==> config.mk <==
export PLATFORM = sky130hd
export DESIGN_NAME = ctrl_prefetch_flat
export DESIGN_NICKNAME = d
export VERILOG_FILES = /design/src/rtl/ctrl_prefetch_if.sv /design/src/rtl/ctrl_prefetch.sv /design/src/flat_wrapper.sv
export SDC_FILE = /design/constraint.sdc
export NUM_CORES = 1
export LEC_CHECK = 0
export CAP_MARGIN = 20
export CORE_AREA = 8 8 128 177
export DETAILED_ROUTE_END_ITERATION = 16
export DIE_AREA = 0 0 136 185
export PLACE_DENSITY = 0.77
export SLEW_MARGIN = 20
export SYNTH_ARGS = -nofsm -noshare
export SYNTH_HDL_FRONTEND = slang
export SYNTH_SLANG_ARGS = --single-unit
==> constraint.sdc <==
create_clock -name clock -period 3.6 [get_ports clock]
set_input_delay 0.36 -clock clock [delete_from_list [all_inputs] [get_ports clock]]
set_output_delay 0.36 -clock clock [all_outputs]
set_load 0.005 [all_outputs]
==> src/rtl/ctrl_prefetch_if.sv <==
// ctrl_prefetch_if: instruction-cache demand port and memory-controller fetch port of the prefetch scheduler
interface ctrl_prefetch_if;
  logic        discard;
  logic        read;
  logic [31:0] addr;
  logic        ready;
  logic [31:0] data;
  logic        ram_read;
  logic [31:0] ram_addr;
  logic        ram_busy;
  logic        ram_ready;
  logic [31:0] ram_data;
  modport master (output discard, read, addr, ram_busy, ram_ready, ram_data,
                  input ready, data, ram_read, ram_addr);
  modport slave (input discard, read, addr, ram_busy, ram_ready, ram_data,
                 output ready, data, ram_read, ram_addr);
endinterface

==> src/rtl/ctrl_prefetch.sv <==
// ctrl_prefetch: demand fetch scheduler with sequential prefetch into a small FIFO
module ctrl_prefetch #(
  parameter int          DEPTH    = 2,
  parameter logic [31:0] PF_LIMIT = 32'h00020000
) (
  input logic           clock,
  input logic           reset,
  ctrl_prefetch_if.slave bus
);
  localparam int CW = $clog2(DEPTH + 1);
  typedef enum logic [1:0] {IDLE, DEMAND, PREFETCH} state_t;
  state_t          state_q, state_d;
  logic [CW-1:0]   count_q, count_d, widx;
  logic [31:0]     pf_addr_q, pf_addr_d;
  logic            pf_valid_q, pf_valid_d;
  logic            acc_q, acc_d;
  logic [31:0]     fifo_addr_q [DEPTH];
  logic [31:0]     fifo_addr_d [DEPTH];
  logic [31:0]     fifo_data_q [DEPTH];
  logic [31:0]     fifo_data_d [DEPTH];
  logic            kill, hit, miss, pf_ok, pop, push, clr, rdy, rr;
  logic [31:0]     dat, ra;
  always_comb begin
    kill       = bus.discard | reset;
    hit        = bus.read && count_q != '0 && bus.addr == fifo_addr_q[0];
    miss       = bus.read && !hit && bus.addr != pf_addr_q;
    pf_ok      = pf_valid_q && count_q < CW'(DEPTH) && pf_addr_q < PF_LIMIT;
    state_d    = state_q;
    pf_addr_d  = pf_addr_q;
    pf_valid_d = pf_valid_q;
    pop        = hit;
    push       = 1'b0;
    clr        = 1'b0;
    rdy        = hit;
    dat        = hit ? fifo_data_q[0] : 32'h0;
    rr         = 1'b0;
    ra         = 32'h0;
    case (state_q)
      IDLE: begin
        if (bus.read && !hit) begin
          clr     = 1'b1;
          rr      = 1'b1;
          ra      = bus.addr;
          state_d = DEMAND;
        end else if (pf_ok) begin
          rr      = 1'b1;
          ra      = pf_addr_q;
          state_d = PREFETCH;
        end
      end
      DEMAND: begin
        rr = 1'b1;
        ra = bus.addr;
        if (bus.ram_ready) begin
          rdy        = bus.read;
          dat        = bus.read ? bus.ram_data : 32'h0;
          pf_addr_d  = bus.addr + 32'd4;
          pf_valid_d = 1'b1;
          state_d    = IDLE;
        end
      end
      PREFETCH: begin
        rr = 1'b1;
        ra = pf_addr_q;
        // an unaccepted prefetch can be retargeted; an accepted one must drain first
        if (miss && bus.ram_busy && !acc_q) begin
          clr     = 1'b1;
          ra      = bus.addr;
          state_d = DEMAND;
        end else if (bus.ram_ready) begin
          state_d   = miss ? DEMAND : IDLE;
          clr       = miss;
          pf_addr_d = miss ? pf_addr_q : pf_addr_q + 32'd4;
          if (!miss && bus.read && !hit) begin
            rdy = 1'b1;
            dat = bus.ram_data;
          end else begin
            push = !miss;
          end
        end
      end
      default: state_d = IDLE;
    endcase
    if (kill) begin
      rdy        = 1'b0;
      dat        = 32'h0;
      rr         = 1'b0;
      ra         = 32'h0;
      push       = 1'b0;
      pop        = 1'b0;
      clr        = 1'b1;
      pf_valid_d = 1'b0;
      state_d    = IDLE;
    end
    acc_d       = state_d == PREFETCH && ((state_q == PREFETCH && acc_q) || (rr && !bus.ram_busy));
    widx        = count_q - CW'(pop);
    count_d     = clr ? '0 : count_q - CW'(pop) + CW'(push);
    fifo_addr_d = fifo_addr_q;
    fifo_data_d = fifo_data_q;
    for (int i = 0; i < DEPTH - 1; i++) begin
      fifo_addr_d[i] = pop ? fifo_addr_q[i+1] : fifo_addr_q[i];
      fifo_data_d[i] = pop ? fifo_data_q[i+1] : fifo_data_q[i];
    end
    for (int i = 0; i < DEPTH; i++) begin
      fifo_addr_d[i] = (push && i == int'(widx)) ? pf_addr_q : fifo_addr_d[i];
      fifo_data_d[i] = (push && i == int'(widx)) ? bus.ram_data : fifo_data_d[i];
    end
  end
  assign bus.ready    = rdy;
  assign bus.data     = dat;
  assign bus.ram_read = rr;
  assign bus.ram_addr = ra;
  always_ff @(posedge clock) begin
    if (reset) begin
      state_q     <= IDLE;
      count_q     <= '0;
      pf_addr_q   <= 32'h0;
      pf_valid_q  <= 1'b0;
      acc_q       <= 1'b0;
      fifo_addr_q <= '{default: '0};
      fifo_data_q <= '{default: '0};
    end else begin
      state_q     <= state_d;
      count_q     <= count_d;
      pf_addr_q   <= pf_addr_d;
      pf_valid_q  <= pf_valid_d;
      acc_q       <= acc_d;
      fifo_addr_q <= fifo_addr_d;
      fifo_data_q <= fifo_data_d;
    end
  end
endmodule

==> src/flat_wrapper.sv <==
// flat-port wrapper written by rule: the top's interface ports become plain ports
module ctrl_prefetch_flat 
#(
  parameter int          DEPTH    = 2,
  parameter logic [31:0] PF_LIMIT = 32'h00020000
)
  (clock, reset, bus_discard, bus_read, bus_addr, bus_ram_busy, bus_ram_ready, bus_ram_data, bus_ready, bus_data, bus_ram_read, bus_ram_addr);
  ctrl_prefetch_if bus_i ();
  input logic clock;
  input logic reset;
  input wire logic [$bits(bus_i.discard)-1:0] bus_discard;
  input wire logic [$bits(bus_i.read)-1:0] bus_read;
  input wire logic [$bits(bus_i.addr)-1:0] bus_addr;
  input wire logic [$bits(bus_i.ram_busy)-1:0] bus_ram_busy;
  input wire logic [$bits(bus_i.ram_ready)-1:0] bus_ram_ready;
  input wire logic [$bits(bus_i.ram_data)-1:0] bus_ram_data;
  output wire logic [$bits(bus_i.ready)-1:0] bus_ready;
  output wire logic [$bits(bus_i.data)-1:0] bus_data;
  output wire logic [$bits(bus_i.ram_read)-1:0] bus_ram_read;
  output wire logic [$bits(bus_i.ram_addr)-1:0] bus_ram_addr;
  assign bus_i.discard = bus_discard;
  assign bus_i.read = bus_read;
  assign bus_i.addr = bus_addr;
  assign bus_i.ram_busy = bus_ram_busy;
  assign bus_i.ram_ready = bus_ram_ready;
  assign bus_i.ram_data = bus_ram_data;
  assign bus_ready = bus_i.ready;
  assign bus_data = bus_i.data;
  assign bus_ram_read = bus_i.ram_read;
  assign bus_ram_addr = bus_i.ram_addr;
  ctrl_prefetch #(.DEPTH(DEPTH), .PF_LIMIT(PF_LIMIT)) u_core (.clock(clock), .reset(reset), .bus(bus_i));
endmodule
# == Word level (Yosys, flattened, before mapping) ==
# Cells that the tools add are included.
# Widths: inputs -> output; s select.
# totals
word_cells,107
rom_bits,0
memories,0
ramBits,0
out_inout_bits,66
regBits,166
inputBits,70
latch_bits,0
# op_classes
n_mul,0
eq_ne,10
n_reduce_logical,30
bitwise_logic,1
n_lt_le_gt_ge,2
add_sub_neg,4
div_mod_pow,0
mux,51
shift,0
# ops
operator,n
$mux 32,19
$pmux 32 s2,2
$pmux 32 s3,1
$add 32x3->32 const B,2
$eq 32x32->1,1
$lt 32x18->1 const B,1
$ne 32x32->1,1
$mux 1,19
$logic_and 1x1->1,15
$mux 2,6
$ne 2x2->1 const B,4
$pmux 1 s2,3
$pmux 2 s3,1
$reduce_bool 2->1,3
$reduce_or 2->1,3
$reduce_and 5->1,1
$eq 2x2->1 const B,2
$logic_not 1->1,4
$logic_not 2->1,2
$add 2x1->2,1
$eq 2x1->1 const B,1
$eq 2x2->1 const A,1
$lt 2x2->1 const B,1
$reduce_and 2->1,1
other kinds (3),3

# == Longest topological paths before layout ==
# Gate-level depths: netlist of run 1.
# logic_depth
depth_word,16
ltp_mapped,17
mapped_depth_nobuf,11

# == Worst setup path after synthesis of run 1 ==
# Ideal clock, no wire load.
# synth_timing
path_type,reg2reg
start,reg u_core.state_q[0]
end,reg u_core.pf_addr_q[14]
required_ns,3.542
slack_ns,-0.205
path_stages_with_launch,18
arrival_time_ns,3.747
setup_time_ns,0.058
synth_period_minus_slack_ns,3.805
n_path_buf,6
cell_sequence,dfxtp_1 inv_1 ha_1 buf_4 buf_4 buf_2 buf_2 buf_1 clkbuf_1 mux2_2 ha_1 nand4_1 a21oi_1 nand4_1 xnor2_1 nor2_1 a2111oi_0 a31o_2
# synth_via
elab_chain_cells,3
word_cells_on_any_way,9
cone_classes,6 x eq/ne; 1 x mux; 2 x reduce/logical
# synth_lines
item,line_no,text
start: declaration,ctrl_prefetch.sv:12,"state_t state_q, state_d;"
start signal: assignment,ctrl_prefetch.sv:123,state_q <= state_d;
$eq 2x2->1 or $eq 2x1->1 (tied branches),ctrl_prefetch.sv:38,case (state_q)
$ne 2x2->1 (no line) or $reduce_bool 2->1 (tied branches),n/a,
$reduce_and 5->1 (no line),n/a,
end signal: assignment,ctrl_prefetch.sv:125,pf_addr_q <= pf_addr_d;
end: declaration,ctrl_prefetch.sv:14,"logic [31:0] pf_addr_q, pf_addr_d;"
# Several ways; a longest one is shown, not always the timed one.
# A chain may end at the register's enable or synchronous reset.

# == Worst setup path after layout of run 1 ==
# layout_timing
start,in bus_addr[14]
end,out bus_data[1]
# layout_via
elab_chain_cells,13
word_cells_on_any_way,18
cone_classes,2 x eq/ne; 7 x mux; 9 x reduce/logical
# layout_lines
item,line_no,text
start: declaration,flat_wrapper.sv:13,input wire logic [$bits(bus_i.addr)-1:0] bus_addr;
$eq 32x32->1,ctrl_prefetch.sv:25,hit = bus.read && count_q != '0 && bus.addr == fifo_addr_q[0];
$logic_and 1x1->1,ctrl_prefetch.sv:25,
$logic_not 1->1,"ctrl_prefetch.sv:26, ctrl_prefetch.sv:74",
$logic_and 1x1->1 (2 in series),ctrl_prefetch.sv:26,miss = bus.read && !hit && bus.addr != pf_addr_q;
$logic_not 1->1,ctrl_prefetch.sv:74,if (!miss && bus.read && !hit) begin
$logic_and 1x1->1 (2 in series),ctrl_prefetch.sv:74,
$mux 32,ctrl_prefetch.sv:74,
$mux 32,ctrl_prefetch.sv:70,end else if (bus.ram_ready) begin
$mux 32,ctrl_prefetch.sv:66,if (miss && bus.ram_busy && !acc_q) begin
$pmux 32 s2 *,ctrl_prefetch.sv:38,
$mux 32 *,ctrl_prefetch.sv:84,if (kill) begin
end: declaration,flat_wrapper.sv:18,output wire logic [$bits(bus_i.data)-1:0] bus_data;
# Every way passes the cells marked *; elsewhere a longest branch is shown, timed or not.

==> summary.md, run 1 <==
| Metric | Value |
|---|---|
| Status | finished, violations left |
| Failing checks | setup timing |
| Core Box Area | 20200 sq um |
| Drt via density | 6.36 |
| First-pass GRT wire length | 54.0 mm |
| I/O pins | 136 |
| Max_cap viols | 0 |
| Synth Cell Area | 9960 sq um |
| Clk Latency, worst-skew pair | 0.44 ns |
| # port buffers | 135 |
| CTS tree | yes |
| Cells after DPL | 1566 |
| Finished Layout Cells | 1641 |
| Gate Count Post-Synth | 1172 |
| Max_slew headroom | 0.367 |
| CP Max Fanout | 5 |
| Final net count | 1449 |
| Vias in the first global route | 9768 |
| Slew @ Worst Pin | 0.948 ns |
| CTS Hold Bufs | 0 |
| DIE AREA | 25200 sq um |
| Setup ws final | -0.169 ns |
| Crit end category | output port |
| Post-DP Area | 12200 sq um |
| Post-synthesis sequential area ratio | 0.334 |
| Synth top area share | 0.334 |
| RSZ-0062 raised after global routing | yes |
| Max Clk Rate | 265 MHz |
| Ant diodes | 0 |
| Design Area, Final | 13700 sq um |
| CTS max path bufs | 2 |
| Register bit total from synthesis | 166 |
| Max incr delay on CP | 0.72 ns |
| 1st-pass router iterations | 14 |
| Initial core utilization | 0.494 |
| CTS H-tree depth | 4 |
| CP Data Arrival Time | 3.41 ns |
| DP HPWL | 23.1 mm |
| R2r setup slk | 0.24 ns |
| Primary FF master, synth | dfxtp_1 |
| Crit-path slowest cell | clkdlybuf4s50_1 |
| # DRC | 0 |
| Clock-pin slew on the worst setup and hold paths | 0.07 ns |
| Largest net degree at the start of global routing | 73 |
| DRT Wirelength | 36.4 mm |
| Grt total ovfl | 0 |
| Startpoint type of the worst setup path | input pin |
| Pleak | 6.25 nW |
| 1st-iter DRT viols | 1277 |
| Via count | 10400 |
| GRT Resource Usage Total | 0.274 |
| Initial antenna violation count | 1 |
| Area growth, synth to finish | 38.0% |
| Hold Violations, Final | 0 |
| Max Slew Vio Count | 0 |
| Final setup fails | 30 |
| DR WL/cell | 22.2 microns |
| Post-synth EDFFs | 0 |
| Worst hold path class | in2reg |
| Chip height | 185 microns |
| Kind of cell adding the most delay to the critical path | buffers and inverters |
| CTS sink count | 166 |
| Syn_nets | 1249 |
| Async set-reset flop share out of synthesis | 0 |
| Worst path required time | 3.24 ns |
| Pwr dens | 312 nW/um^2 |
| Top post-synthesis cells by area | dfxtp_1 (33%), mux2i_1 (14%), nor2_1 (6.1%), a22o_1 (5.7%), a211oi_1 (4.9%) |
| Min Tclk post-route | 3.77 ns |
| Post-place setup slack | -0.350 ns |
| Cts bufs inserted | 17 |
| CP bufs+invs | 4 |
| Die width | 136 microns |
| Avg Inst Size Synth | 8.50 sq um |
| Clock skew | 0.0119 ns |
| Yosys warns | 0 |
| Crit Path Class | in2out |
| Most frequent cells in the layout | nor2_1 (162), buf_4 (152), dfxtp_1 (152) |
| Most common cell after layout, fill and taps aside | nor2_1 |
| Final period utilization | 1.05 |
| Synth area leader | dfxtp_1 |
| Rows | 62 |
| Layout cell share with drive strength beyond 1 | 0.212 |
| Post-synth cell types | 62 |
| Crit-path cells | clkdlybuf4s50_1 > xor2_1 > nor4_1 > and4_1 > nand3_2 > buf_4 > nor3_2 > buf_4 > o2bb2ai_1 > a21o_1 > clkdlybuf4s50_1 |
| CTS Root Cell | clkbuf_16 |
| Post-route ant nets | 0 |
| Final RePlAce weighted congestion | 0.972 |
| VDD IR max | 328 uV |
-- metrics by stage --
step / setup TNS, ns / hold WS, ns / total power (W) / utilization
5_1_grt: -4.29 / 0.426 / 0.00442 / 0.682
2_1_floorplan: 0 / 0.429 / 0.00214 / -
6_report: -2.70 / 0.424 / 0.00429 / 0.682
3_5_place_dp: -39.18 / 0.465 / 0.00242 / 0.607
3_3_place_gp: -29.87 / 0.461 / 0.00241 / 0.607
4_1_cts: -0.0124 / 0.369 / 0.00426 / 0.656
-- report_power, final --
group	total (W)	internal [W]	switching, W
logic	0.000557	0.000257	0.000300
registers	0.00188	0.00185	0.0000269
clock network	0.00186	0.000991	0.000866
-- cells in the mapped netlist (all sizes together), types with 4 or more instances --
cell type / instances
or3: 5
o2111ai: 4
a22oi: 5
nor4: 14
xor2: 21
or4: 4
and4: 6
mux2i: 138
and2: 8
nand3: 27
o21ai: 27
dfxtp: 166
nand4: 29
nor3: 11
nand4b: 5
o211ai: 14
a211oi: 65
and3: 6
clkbuf: 65
a211o: 4
nor3b: 5
nand2: 41
nand2b: 6
mux2: 6
a21o: 5
a31oi: 27
nor2: 163
nor2b: 7
xnor2: 50
ha: 7
a21oi: 33
o31ai: 6
buf: 68
inv: 21
a22o: 65
nand3b: 4
-- per-layer routing --
layer | share of wire | track usage
met2 | 0.48 | 0.457
met5 | 0.00038 | 0
met3 | 0.091 | 0.0679
met4 | 0.061 | 0.149
met1 | 0.37 | 0.316
-- sequential cells by signal (all words and copies together), names as in the netlist --
register,cells
u_core.acc_q,1
u_core.pf_valid_q,1
u_core.count_q,2
u_core.fifo_addr_q,64
u_core.state_q,2
u_core.pf_addr_q,32
u_core.fifo_data_q,64
-- repair_timing --
action	CTS	global route
pin swaps	25	19
setup buffers	16	20
setup endpoints to repair	65	56
gates cloned	4	3
gates resized for setup	92	88
-- cell families after synthesis --
logic type / after synthesis / synth area share
and+or+nand+nor: 348 / 0.169
AOI/OAI and AO/OA: 282 / 0.209
DFF: 166 / 0.334
buffers and inverters: 154 / 0.0697
muxes: 144 / 0.145
xor gates and xnor gates: 71 / 0.0647
adders and majority gates: 7 / 0.00879
-- final timing paths --
path,startpoint,endpoint,cells after the start
setup reg to reg,u_core.fifo_addr_q[53],u_core.fifo_addr_q[6],14
setup / recovery,bus_addr[14],bus_data[1],11
hold / removal,reset,u_core.pf_valid_q,4
hold reg to reg,u_core.acc_q,u_core.acc_q,2
-- layout make-up --
cell class	count	area [sq um]
Fill cell	1540	6420
Multi-Input combinational cell	852	6390
Sequential cell	166	3350
Timing Repair Buffer	314	3020
Clock buffer	18	429
Tap cell	256	320
Clock inverter	14	165
Inverter	21	78.8
-- worst reg2reg max path: stages, from the launching register on --
cell     delay, ns
dfxtp_2       0.34
xnor2_1       0.15
buf_4         0.16
nand4_1       0.10
or4_4         0.57
or4_4         0.47
buf_4         0.16
inv_1         0.05
ha_1          0.15
xor2_1        0.08
nor2_1        0.32
nand3_4       0.18
buf_12        0.22
mux2i_1       0.20
nor2_1        0.07
No activity file was read; power rests on OpenSTA's default activity.
==> run 2: changes to the inputs <==
--- a/config.mk
+++ b/config.mk
@@ -9,6 +9,7 @@
 export CORE_AREA = 8 8 128 177
 export DETAILED_ROUTE_END_ITERATION = 16
 export DIE_AREA = 0 0 136 185
+export GPL_TIMING_DRIVEN = 0
 export PLACE_DENSITY = 0.77
 export SLEW_MARGIN = 20
 export SYNTH_ARGS = -nofsm -noshare
==> summary.md, run 2 (synthesized netlist as in run 1, its figures left out) <==
| Metric | Value |
|---|---|
| Max_cap viols | 0 |
| Final period utilization | 0.987 |
| DIE AREA | 25200 sq um |
| First-pass GRT wire length | 56.1 mm |
| Hold Violations, Final | 0 |
| Sw Share | 0.278 |
| Vias in the first global route | 10000 |
| Most frequent cells in the layout | nor2_1 (161), dfxtp_1 (150), mux2i_1 (138) |
| Chip height | 185 microns |
| VDD IR max | 287 uV |
| Final setup fails | 0 |
| Design Area, Final | 12900 sq um |
| DRT Wirelength | 37.3 mm |
| Power share of the combinational group | 0.126 |
| Min Tclk post-route | 3.55 ns |
| CP Max Fanout | 10 |
| Crit Path Class | reg2out |
| CTS H-tree depth | 4 |
| Cts bufs inserted | 17 |
| Hold path endpoint | u_core.pf_addr_q[9] |
| Pwr dens | 314 nW/um^2 |
| Die width | 136 microns |
| Most common cell after layout, fill and taps aside | nor2_1 |
| Setup_tns | 0 ns |
| CTS Root Cell | clkbuf_16 |
| Kind of cell adding the most delay to the critical path | simple AND/OR/NAND/NOR gates |
| GRT Resource Usage Total | 0.290 |
| Layout cell share with drive strength beyond 1 | 0.172 |
| 1st-iter DRT viols | 1082 |
| CTS tree | yes |
| RSZ-0062 raised after global routing | yes |
| Rows | 62 |
| Post-DP Area | 11400 sq um |
| Worst path required time | 3.24 ns |
| Pleak | 5.65 nW |
| Max Clk Rate | 282 MHz |
| Max Slew Vio Count | 0 |
| Clock skew | 0.0155 ns |
| RR Endpoint | u_core.fifo_addr_q[42] |
| Max_slew headroom | 0.319 |
| Post-place setup slack | -1.25 ns |
| Final Hold Slack | 0.248 ns |
| Sequential share of power | 0.460 |
| FF-to-FF path depth | 12 |
| Via count | 10100 |
| Worst hold path class | in2reg |
| Crit-path cells | buf_4 > xnor2_1 > nand4_1 > nor4_4 > and2_4 > a31oi_2 > nor3_4 > buf_12 > buf_6 > a22o_1 > clkdlybuf4s50_1 |
| Worst hold stages | 3 |
| 1st-pass router iterations | 5 |
| Final RePlAce weighted congestion | 0.980 |
| Largest net degree at the start of global routing | 17 |
| Top flop regs | u_core.fifo_addr_q (64), u_core.fifo_data_q (64), u_core.pf_addr_q (32) |
| Clk network pwr share | 0.414 |
| # port buffers | 113 |
| I/O pins | 136 |
| Switch Pwr | 0.00113 W |
| Grt total ovfl | 0 |
| Startpoint type of the worst setup path | flop |
| Clk Latency, worst-skew pair | 0.46 ns |
| Ant diodes | 0 |
| Clock-pin slew on the worst setup and hold paths | 0.07 ns |
| # DRC | 0 |
| Final net count | 1400 |
| Max incr delay on CP | 0.50 ns |
| Status | complete, no violations |
| CP Data Arrival Time | 3.19 ns |
| Core Box Area | 20200 sq um |
| R2r setup slk | 0.10 ns |
| Post-route ant nets | 0 |
| Area growth, synth to finish | 29.9% |
| Total internal power | 0.00293 W |
| DP HPWL | 26.6 mm |
| Filler Cell Count | 1724 |
| CTS max path bufs | 2 |
| Setup ws final | 0.0482 ns |
| Crit end category | output port |
| Initial antenna violation count | 0 |
| DR WL/cell | 23.5 microns |
| CP bufs+invs | 4 |
| Hold Crit Start | bus_addr[9] |
| Reg-to-reg critical path startpoint | u_core.fifo_addr_q[60] |
| Slew @ Worst Pin | 1.02 ns |
| Drt via density | 6.37 |
| Crit-path slowest cell | clkdlybuf4s50_1 |
| Initial core utilization | 0.494 |
| CTS sink count | 166 |
run 2: changes by cell type in the layout (fill, tap and decap cells not counted), moves of 6 or more:
cell	change
clkbuf_1	+40
clkbuf_2	+11
xor2_1	+6
buf_12	-9
clkdlybuf4s50_1	+21
inv_8	-6
clkbuf_4	+12
dlygate4sd2_1	-34
buf_8	+7
buf_2	+30
buf_4	-120
dlymetal6s2s_1	-7
run 2: how the worst max path moves through the flow:
stage	startpoint	endpoint	slack, ns	cells past startpoint
finish	u_core.pf_addr_q[19]	bus_data[10]	0.05	11
global route	u_core.pf_addr_q[28]	bus_data[10]	-0.04	11
CTS	u_core.pf_addr_q[7]	bus_data[2]	0.0007	11
detailed placement	u_core.state_q[0]	u_core.pf_addr_q[26]	-1.25	17
global placement	u_core.state_q[1]	u_core.pf_addr_q[26]	-1.26	16
floorplan	u_core.state_q[0]	u_core.pf_addr_q[26]	0.1	17
run 2: repair_timing:
item	in CTS	in global routing
hold buffers	0	0
endpoints found under the hold margin	0	0
buffers inserted	11	18
gates cloned	0	1
resized for setup	124	111
setup endpoints to repair	204	195
pin swaps	21	15
run 2: metrics by stage:
stage	utilization	cells	power, W
after floorplan	-	1172	0.00214
after global placement	0.566	1541	0.00236
after detailed placement	0.566	1541	0.00236
after CTS	0.618	1574	0.00403
after global routing	0.642	1591	0.00415
final	0.642	1591	0.00406
run 2: worst register-to-register path, stage by stage (launching register included):
cell and delay [ns]:
dfxtp_2 0.35, xnor2_4 0.24, nand4_1 0.13, or4_4 0.53, or4_4 0.55, inv_1 0.08, ha_1 0.15, xor2_1 0.23
nor2_1 0.11, nand3_1 0.12, clkbuf_2 0.27, clkbuf_1 0.44, a211oi_1 0.15
run 2: layout make-up:
class	count	area (sq um)	area share
Clock inverter	12	81.3	0.00629
Inverter	21	78.8	0.00609
Buffer	122	787	0.0608
Sequential cell	166	3340	0.258
Timing Repair Buffer	143	1470	0.113
Multi-Input combinational cell	852	6430	0.497
Clock buffer	19	433	0.0335
Tap cell	256	320	0.0248
run 2: layer usage:
layer	global-route usage	vias up	share of wire
li1	-	4575	-
met1	0.317	4811	0.36
met2	0.474	569	0.48
met3	0.0570	172	0.080
met4	0.247	0	0.078
met5	0	-	0
run 2: power groups by stage:
stage / sequential (W) / combinational (W) / clock [W]
finish: 0.00187 / 0.000513 / 0.00168
global route: 0.00187 / 0.000537 / 0.00175
CTS: 0.00187 / 0.000479 / 0.00169
detailed placement: 0.00190 / 0.000462 / 0
global placement: 0.00190 / 0.000460 / 0
floorplan: 0.00189 / 0.000247 / 0
